**config.mk**
```make
export PLATFORM = sky130hd
export DESIGN_NAME = spi_wb_initiator
export DESIGN_NICKNAME = d
export VERILOG_FILES = /design/src/rtl/spi_wb_initiator.sv
export SDC_FILE = /design/constraint.sdc
export NUM_CORES = 1
export LEC_CHECK = 0
export ABC_AREA = 0
export CORE_ASPECT_RATIO = 0.5
export CORE_MARGIN = 8
export CORE_UTILIZATION = 40
export DETAILED_ROUTE_END_ITERATION = 12
export SETUP_SLACK_MARGIN = 0.15
export SLEW_MARGIN = 20
export SYNTH_ARGS = -nofsm -noshare
export SYNTH_HDL_FRONTEND = slang
export SYNTH_SLANG_ARGS = --single-unit
```
**constraint.sdc**
```tcl
create_clock -name clk_i -period 2.35 [get_ports clk_i]
set_input_delay 0.5875 -clock clk_i [delete_from_list [all_inputs] [get_ports clk_i]]
set_output_delay 0.5875 -clock clk_i [all_outputs]
set_load 0.02 [all_outputs]
```
**src/rtl/spi_wb_initiator.sv**
```systemverilog
// spi_wb_initiator
// Turns the command/address/data byte stream from the SPI receiver into
// single-beat Wishbone classic cycles. The address register auto-increments
// after every acknowledged cycle. The last read result is held on spi_data_o
// so it can be shifted out during the next SPI byte.
module spi_wb_initiator #(
  parameter int unsigned TIMEOUT_CYCLES = 16
) (
  input  logic        clk_i,
  input  logic        reset_i,
  input  logic        spi_start_i,
  input  logic        spi_valid_i,
  input  logic [7:0]  spi_data_i,
  output logic [7:0]  spi_data_o,
  output logic [19:0] wb_adr_o,
  output logic [7:0]  wb_dat_o,
  input  logic [7:0]  wb_dat_i,
  output logic        wb_we_o,
  output logic        wb_cyc_o,
  output logic        wb_stb_o,
  input  logic        wb_ack_i,
  input  logic        status_clear_i,
  output logic        overrun_o,
  output logic        timeout_o
);

  localparam int unsigned CntW = 5;
  localparam logic [CntW-1:0] TmoLast = CntW'(TIMEOUT_CYCLES - 1);

  typedef enum logic [2:0] {
    ST_CMD     = 3'd0,
    ST_ADDR_HI = 3'd1,
    ST_ADDR_LO = 3'd2,
    ST_DATA    = 3'd3,
    ST_BUS     = 3'd4
  } state_e;

  state_e          state_q, state_d, eff_state;
  logic [19:0]     addr_q, addr_d;
  // Upper 12 address bits collected while the address bytes arrive; the real
  // address register is only updated once the last address byte is in, so an
  // aborted command leaves the stored address untouched.
  logic [11:0]     ahi_q, ahi_d;
  logic            rd_q, rd_d;
  logic [7:0]      wdat_q, wdat_d;
  logic [7:0]      rdat_q, rdat_d;
  logic            cyc_q, cyc_d;
  logic            we_q, we_d;
  logic [CntW-1:0] cnt_q, cnt_d;
  logic            ovr_q, ovr_d;
  logic            tmo_q, tmo_d;
  logic            set_ovr, set_tmo;

  // Next-state, datapath and sticky-flag logic.
  always_comb begin
    addr_d  = addr_q;
    ahi_d   = ahi_q;
    rd_d    = rd_q;
    wdat_d  = wdat_q;
    rdat_d  = rdat_q;
    cyc_d   = cyc_q;
    we_d    = we_q;
    cnt_d   = cnt_q;
    set_ovr = 1'b0;
    set_tmo = 1'b0;

    // A frame start discards any partial command, but never a running bus cycle.
    if ((state_q != ST_BUS) && spi_start_i) begin
      eff_state = ST_CMD;
    end else begin
      eff_state = state_q;
    end
    state_d = eff_state;

    case (eff_state)
      ST_CMD: begin
        if (spi_valid_i) begin
          rd_d = spi_data_i[6];
          if (spi_data_i[7]) begin
            ahi_d   = {spi_data_i[3:0], 8'h00};
            state_d = ST_ADDR_HI;
          end else if (spi_data_i[6]) begin
            state_d = ST_BUS;
            cyc_d   = 1'b1;
            we_d    = 1'b0;
            cnt_d   = 5'd0;
          end else begin
            state_d = ST_DATA;
          end
        end else begin
          state_d = ST_CMD;
        end
      end
      ST_ADDR_HI: begin
        if (spi_valid_i) begin
          ahi_d   = {ahi_q[11:8], spi_data_i};
          state_d = ST_ADDR_LO;
        end else begin
          state_d = ST_ADDR_HI;
        end
      end
      ST_ADDR_LO: begin
        if (spi_valid_i) begin
          addr_d = {ahi_q, spi_data_i};
          if (rd_q) begin
            state_d = ST_BUS;
            cyc_d   = 1'b1;
            we_d    = 1'b0;
            cnt_d   = 5'd0;
          end else begin
            state_d = ST_DATA;
          end
        end else begin
          state_d = ST_ADDR_LO;
        end
      end
      ST_DATA: begin
        if (spi_valid_i) begin
          wdat_d  = spi_data_i;
          state_d = ST_BUS;
          cyc_d   = 1'b1;
          we_d    = 1'b1;
          cnt_d   = 5'd0;
        end else begin
          state_d = ST_DATA;
        end
      end
      ST_BUS: begin
        // Any byte arriving now is dropped; the bus cycle carries on.
        set_ovr = spi_valid_i;
        if (wb_ack_i) begin
          cyc_d   = 1'b0;
          we_d    = 1'b0;
          addr_d  = addr_q + 20'd1;
          state_d = ST_CMD;
          if (we_q) begin
            rdat_d = rdat_q;
          end else begin
            rdat_d = wb_dat_i;
          end
        end else if (cnt_q == TmoLast) begin
          cyc_d   = 1'b0;
          we_d    = 1'b0;
          set_tmo = 1'b1;
          state_d = ST_CMD;
          if (we_q) begin
            rdat_d = rdat_q;
          end else begin
            rdat_d = 8'hFF;
          end
        end else begin
          cnt_d   = cnt_q + 5'd1;
          state_d = ST_BUS;
        end
      end
      default: begin
        state_d = ST_CMD;
        cyc_d   = 1'b0;
        we_d    = 1'b0;
      end
    endcase

    // Setting events take priority over a simultaneous clear.
    if (set_ovr) begin
      ovr_d = 1'b1;
    end else if (status_clear_i) begin
      ovr_d = 1'b0;
    end else begin
      ovr_d = ovr_q;
    end
    if (set_tmo) begin
      tmo_d = 1'b1;
    end else if (status_clear_i) begin
      tmo_d = 1'b0;
    end else begin
      tmo_d = tmo_q;
    end
  end

  // State and datapath registers; reset drops an in-flight bus cycle at once.
  always_ff @(posedge clk_i or posedge reset_i) begin
    if (reset_i) begin
      state_q <= ST_CMD;
      addr_q  <= 20'h00000;
      ahi_q   <= 12'h000;
      rd_q    <= 1'b0;
      wdat_q  <= 8'h00;
      rdat_q  <= 8'h00;
      cyc_q   <= 1'b0;
      we_q    <= 1'b0;
      cnt_q   <= 5'd0;
      ovr_q   <= 1'b0;
      tmo_q   <= 1'b0;
    end else begin
      state_q <= state_d;
      addr_q  <= addr_d;
      ahi_q   <= ahi_d;
      rd_q    <= rd_d;
      wdat_q  <= wdat_d;
      rdat_q  <= rdat_d;
      cyc_q   <= cyc_d;
      we_q    <= we_d;
      cnt_q   <= cnt_d;
      ovr_q   <= ovr_d;
      tmo_q   <= tmo_d;
    end
  end

  assign spi_data_o = rdat_q;
  assign wb_adr_o   = addr_q;
  assign wb_dat_o   = wdat_q;
  assign wb_we_o    = we_q;
  assign wb_cyc_o   = cyc_q;
  assign wb_stb_o   = cyc_q;
  assign overrun_o  = ovr_q;
  assign timeout_o  = tmo_q;

endmodule

```
-- Word level (Yosys, flattened, before mapping)
Cells that the tools add are included.
- add/subtract/negate cells: 2
- eq/ne operators: 18
- muxes and demuxes: 53
- bitwise operators: 2
- reduce and logical (&&, ||, !) cells: 16
- operators with widths (cell ; count):
    $mux W20 ; 2
    $mux W5 ; 8
    $mux W8 ; 5
    $pmux W20 S2 ; 1
    $mux W3 ; 9
    $mux W12 ; 2
    $pmux W12 S2 ; 1
    $ne A2 B2 Y1 const B ; 11
    $add A20 B1 Y20 const B ; 1
    $mux W1 ; 20
    $pmux W5 S4 ; 1
    $pmux W3 S5 ; 1
    $pmux W1 S5 ; 2
    $reduce_bool A2 Y1 ; 5
    $reduce_and A9 Y1 ; 1
    $reduce_and A4 Y1 ; 2
    $reduce_and A8 Y1 ; 1
    $eq A3 B2 Y1 const B ; 2
    $ne A3 B3 Y1 const B ; 2
    $reduce_and A3 Y1 ; 2
    $add A5 B1 Y5 const B ; 1
    $eq A5 B4 Y1 const B ; 1
    $reduce_and A2 Y1 ; 2
    $reduce_bool A4 Y1 ; 1
    other kinds (6) ; 7
- bits in registers: 61
- input bits: 22
- output and inout bits: 41
- word-level logic and storage cells: 103

-- Logic depth before layout (Yosys ltp)
Gate-level depths: netlist of the first run.
- depth after elaboration: 6
- gate-level depth with buffers: 8

-- Least setup slack after synthesis of the first run
No wires, ideal clock.
- path kind: register -> register
- from: reg cnt_q[0]
- to: reg cnt_q[0]
- data arrival time: 1913 ps
- required time: 2222 ps
- setup slack: 309 ps
- cell stages (with the launch flop): 9
- buffers on the path: 0
- cell sequence: dfrtp_1 ha_1 and3_1 ha_1 nor2_1 o31ai_1 a21oi_1 nand2_2 mux2_1
- longest elaborated chain between the ends: 4
- elaborated cells between the ends (all ways): 7
- classes of those cells: add/sub (1); eq/ne (2); mux (3); reduce/logical (1)
- ends and longest elaborated chain (item ; line ; text):
    start: declaration ; 49 ; logic [CntW-1:0] cnt_q, cnt_d;
    start signal: assignment ; 203 ; cnt_q <= cnt_d;
    $add A5 B1 Y5 ; 152 ; cnt_d = cnt_q + 5'd1;
    $mux W5 ; 141 ; end else if (cnt_q == TmoLast) begin
    $mux W5 ; 131 ; if (wb_ack_i) begin
    $pmux W5 S4 ; 75 ; case (eff_state)
Several ways; a longest one is shown, not always the timed one. The select of a mux whose other input is x is not followed.
A chain may end at the register's enable or synchronous reset.

-- Final worst setup path of the first run
- from: reg cnt_q[0]
- to: reg cnt_q[3]
The elaborated chain is that of the path after synthesis.

==> results.txt, run 1 <==
status = complete, no violations
worst-margin pin slew = 0.592 ns
vias per cell = 5.29
# rows = 23
Synth async-reset ratio = 100%
Area growth syn-to-layout = 33.1%
number of synthesized flops with an enable pin = 0
Final ANT Viol Nets = 0
HPWL after detailed placement = 6130 um
Clock Pin Slew Worst Setup and Hold Paths = 0.05 ns
uppermost routed layer = met4
Initial Util = 40.3%
setup_tns = 0 ns
syn_area_per_cell = 9.64 um^2
Max Clk Rate = 481 MHz
Setup crit start kind = flip-flop
area leader, netlist = dfrtp_1
max incr delay on CP = 0.41 ns
Worst R2R Path Depth = 8
Placement Setup Slack = 0.0221 ns
Fin Hold WS = 0.465 ns
Lkg Pwr = 0.00180 uW
CP Data Required Time = 2.56 ns
Root Driver = clkbuf_16
detailed-route via count = 2689
area share of the largest cell type after synthesis = 48.4%
Filler cells = 724
met3 routed WL = 414 um
drt drc = 0
I/O Pins = 63
# nets final = 417
All-Layer GR Usage = 15.8%
critical path's most frequent cell = ha_1
data arrival time at the worst-slack endpoint = 2.29 ns
synth unique cells = 57
setup bufs post-CTS = 0
H-tree depth = 3
vias in the first global route = 2732
first-pass GRT wire length = 14100 um
post-synthesis sequential area ratio = 48.4%
Post-CTS Hold Fix Bufs = 0
top_reg_cell synth = dfrtp_1
Final Instance Area = 4200 um^2
DRT Wirelength = 8310 um
R2R Setup Slk = 0.27 ns
Starting DRT DRC Count = 118
PortBufs = 62
placed instance area = 3920 um^2
RSZ-0062 raised after global routing = no
CTS tree = built
syn_nets = 352
CP Max Fanout = 4
wire per inst = 16.4 um
Peak VDD IR = 0.000571 V
CP Class = reg2reg
total global routing overflow = 0
Met1 Wirelength = 3730 um
Slew Limit Fails = 0
final setup fails = 0
Max Cap Viol = 0
Pre-antenna DRT Iters = 4
core region area = 7830 um^2
Worst Hold Depth = 2
synthesis-stage register bit count = 61
initial antenna violation count = 0
Final min period = 2.08 ns
crit share post-route = 88.5%
Synth area leaders = dfrtp_1, mux2_1, a21oi_1, nand2_1, nor2_1
Die Area = 11200 um^2
PwrDens = 1380 nW/um^2
CTS max path bufs = 2
worst-path cell chain = ha_1 -> and3_1 -> ha_1 -> nor2_2 -> o31ai_2 -> a211oi_2 -> o21ai_1 -> a22o_1
Met2 Wirelength = 4090 um
CP max stage cell = dfrtp_1
Syn Std Cell Area = 3150 um^2
clk_lat worst skew = 0.33 ns
total power = 5810 uW
final hold violations = 0
clock sinks = 61
YS warnings = 0
Rel. slew slack = 60.3%
Inserted Diodes = 0
share of layout cells above drive strength 1 = 11.9%
global placement routability congestion = 0.815
die extent in x = 142 um
Post-Synthesis Cells = 327
worst setup margin = 0.270 ns
die height = 78.8 um
number of CTS-inserted buffers = 9
Hold Path Class = reg2reg
Layout Skew = 0.00439 ns
largest net degree at the start of global routing = 62
Crit. End Element = flip-flop
-- logic make-up (layout without fill, tap and decap cells) --
| family | Yosys count | count (layout) | share of synthesized area (%) |
|---|---|---|---|
| DFF | 61 | 61 | 48.4 |
| and+or+nand+nor | 111 | 111 | 19.2 |
| adders and majority gates | 3 | 3 | 1.19 |
| AOI/OAI and AO/OA | 94 | 94 | 18.6 |
| muxes | 20 | 20 | 7.02 |
| buffers and inverters | 38 | 107 | 5.55 |
-- power by group --
group | switching, uW | internal, uW
sequential | 442 | 1500
clock | 434 | 732
combinational | 1480 | 1230
-- metal layers --
metal / GRT usage [%] / vias up
met4: 5.10 / 0
met1: 18.9 / 1325
li1: - / 1300
met3: 4.78 / 6
met2: 26.9 / 58
met5: 0 / -
-- sequential cells by signal, summed over array words and instances, names as in the netlist --
register / count
wb_we_o: 1
wb_adr_o: 20
wb_cyc_o: 1
wb_dat_o: 8
ahi_q: 12
state_q: 3
rd_q: 1
spi_data_o: 8
timeout_o: 1
overrun_o: 1
cnt_q: 5
-- Yosys cell counts, types with 3 or more instances --
| cell | instances |
|---|---|
| a211oi_1 | 4 |
| a21oi_1 | 26 |
| a2bb2oi_1 | 6 |
| a31oi_1 | 12 |
| buf_2 | 11 |
| buf_4 | 3 |
| clkbuf_1 | 4 |
| dfrtp_1 | 61 |
| ha_1 | 3 |
| inv_1 | 18 |
| mux2_1 | 16 |
| mux2i_1 | 3 |
| nand2_1 | 34 |
| nand2_2 | 3 |
| nand3_1 | 18 |
| nand4_1 | 5 |
| nor2_1 | 25 |
| nor3_1 | 4 |
| o21ai_0 | 12 |
| o21ai_1 | 10 |
| o22ai_1 | 5 |
-- final timing paths --
path | from | end
worst max register to register | cnt_q[0] | cnt_q[3]
max in group asynchronous | reset_i | overrun_o
worst min register to register | ahi_q[4] | ahi_q[4]
min in group asynchronous | reset_i | spi_data_o[3]
worst max-delay path | cnt_q[0] | cnt_q[3]
worst min-delay path | ahi_q[4] | ahi_q[4]
-- cell type report --
type | count | area (um^2) | share of cell area, %
Timing Repair Buffer | 74 | 736 | 17.5
Inverter | 18 | 67.6 | 1.61
Multi-Input combinational cell | 228 | 1470 | 35.0
Sequential cell | 61 | 1530 | 36.4
Clock inverter | 2 | 10.0 | 0.238
Tap cell | 112 | 140 | 3.34
Clock buffer | 13 | 250 | 5.96
-- cell usage in the layout (no fill, tap or decap), drive strengths merged, types with 12 or more instances in the layout --
cell type	n
o21ai	24
clkbuf	13
nor2	27
inv	18
clkdlybuf4s50	62
dfrtp	61
nand3	19
buf	12
mux2	17
a31oi	12
a21oi	27
nand2	37
-- worst max-delay path, delay by kind of cell, from the launching register on --
family,cells,cell delay [ns]
DFF,1,0.41
and+or+nand+nor,2,0.40
adders and majority gates,2,0.47
AOI/OAI and AO/OA,4,0.69
-- per-stage QoR --
step | utilization (%) | instances
final | 53.6 | 508
after detailed placement | 50.1 | 493
after CTS | 53.5 | 508
after floorplan | - | 327
after global placement | 50.1 | 493
after global routing | 53.6 | 508
-- repair_timing --
action / 4_1_cts / 5_1_grt
endpoints found under the setup margin: 1 / 5
cloned: 0 / 0
pin swaps: 0 / 2
resized for setup: 1 / 3
Note: power is estimated with default switching activity, not from simulation.
==> inputs of run 2 (changes only) <==
- CORE_MARGIN: 8 -> 2
==> results.txt, run 2 (synthesized netlist as in run 1, its figures left out) <==
status = complete, no violations
Max Cap Viol = 0
Final min period = 2.05 ns
Max Clk Rate = 487 MHz
Crit. End Element = flip-flop
vias per cell = 5.34
initial antenna violation count = 0
CP Data Required Time = 2.56 ns
final setup fails = 0
CP max stage cell = dfrtp_1
Final ANT Viol Nets = 0
Lkg Pwr = 0.00188 uW
core region area = 7490 um^2
Hold Path Class = reg2reg
# nets final = 428
worst-path cell chain = ha_1 -> and3_1 -> ha_1 -> nor2_2 -> o31ai_2 -> a21oi_2 -> nand2_2 -> mux2_1
placed instance area = 4000 um^2
Layout Skew = 0.00496 ns
CP Class = reg2reg
detailed-route via count = 2753
H-tree depth = 3
clock sinks = 61
vias in the first global route = 2698
Starting DRT DRC Count = 203
Area growth syn-to-layout = 37.7%
Initial Util = 42.1%
I/O Pins = 63
PwrDens = 1420 nW/um^2
most frequent cells in the layout = clkdlybuf4s50_1, dfrtp_1, nand2_1
RSZ-0062 raised after global routing = no
Final Instance Area = 4340 um^2
setup bufs post-CTS = 0
final hold violations = 0
Worst R2R Path Depth = 8
R2R Setup Slk = 0.30 ns
Clock Pin Slew Worst Setup and Hold Paths = 0.05 ns
HPWL after detailed placement = 5690 um
Resized Gates After CTS = 0
total global routing overflow = 0
Slew Limit Fails = 0
DRT Wirelength = 7940 um
Crit Reg-Reg Endpoint = cnt_q[0]
data arrival time at the worst-slack endpoint = 2.26 ns
Die Area = 8650 um^2
clk_lat worst skew = 0.33 ns
Post-CTS Hold Fix Bufs = 0
die height = 66.8 um
global placement routability congestion = 0.792
Rel. slew slack = 62.5%
All-Layer GR Usage = 20.2%
share of layout cells above drive strength 1 = 15.0%
CTS max path bufs = 2
number of CTS-inserted buffers = 9
worst hold start = ahi_q[3]
CP Max Fanout = 4
Hold EP = ahi_q[3]
PortBufs = 62
# rows = 22
largest net degree at the start of global routing = 35
die extent in x = 130 um
Peak VDD IR = 0.000587 V
Worst Hold Depth = 2
number of flip-flops in the largest register = 20
critical path's most frequent cell = ha_1
setup_tns = 0 ns
wire per inst = 15.4 um
drt drc = 0
Pre-antenna DRT Iters = 4
crit share post-route = 87.4%
most common cell after layout, fill and taps aside = clkdlybuf4s50_1
CTS tree = built
worst-margin pin slew = 0.560 ns
first-pass GRT wire length = 13200 um
Inserted Diodes = 0
max incr delay on CP = 0.41 ns
Root Driver = clkbuf_16
Setup crit start kind = flip-flop
reg2reg start = cnt_q[0]
## run 2: final cells by class
type	instances	area, um^2
Fill cell	672	3150
Sequential cell	61	1530
Multi-Input combinational cell	228	1470
Timing Repair Buffer	85	818
Clock buffer	12	256
Tap cell	108	135
Clock inverter	4	70.1
Inverter	18	67.6
## run 2: metal layers
layer / vias to the layer above / global-route usage (%) / routed length (um)
li1: 1329 / - / -
met1: 1357 / 27.0 / 3750
met2: 63 / 32.4 / 3740
met3: 4 / 4.66 / 406
met4: 0 / 7.53 / 45
met5: - / 0 / 0
## run 2: worst max-delay path by stage
stage	start	endpoint	cells past startpoint
2_1_floorplan	reset_i	ahi_q[0]	1
3_3_place_gp	spi_start_i	cnt_q[0]	7
3_5_place_dp	spi_start_i	cnt_q[0]	7
4_1_cts	cnt_q[0]	cnt_q[0]	8
5_1_grt	cnt_q[0]	cnt_q[0]	8
6_report	cnt_q[0]	cnt_q[0]	8
## run 2: critical path: cells and delay by family (launching register included)
family                     cells  cell delay, ns
adders and majority gates      2            0.46
and+or+nand+nor                3            0.44
DFF                            1            0.41
muxes                          1            0.33
AOI/OAI and AO/OA              2            0.29
## run 2: per-stage QoR
| stage | power [uW] | hold WS, ns | worst slack, ns | util [%] | cells |
|---|---|---|---|---|---|
| global placement | 4640 | 0.457 | 0.113 | 53.4 | 500 |
| CTS | 6180 | 0.477 | 0.193 | 57.8 | 516 |
| finish | 6150 | 0.476 | 0.295 | 58.0 | 516 |
| global route | 6540 | 0.491 | 0.171 | 58.0 | 516 |
| floorplan | 3600 | 0.433 | 0.249 | - | 327 |
| detailed placement | 4720 | 0.464 | 0.0713 | 53.4 | 500 |
## run 2: power by group
group	switching, uW	total, uW	leakage [uW]	internal, uW
Sequential	454	1950	0.000752	1500
Clock	455	1440	0.000163	982
Combinational	1480	2760	0.000966	1280
Total	2390	6150	0.00188	3760
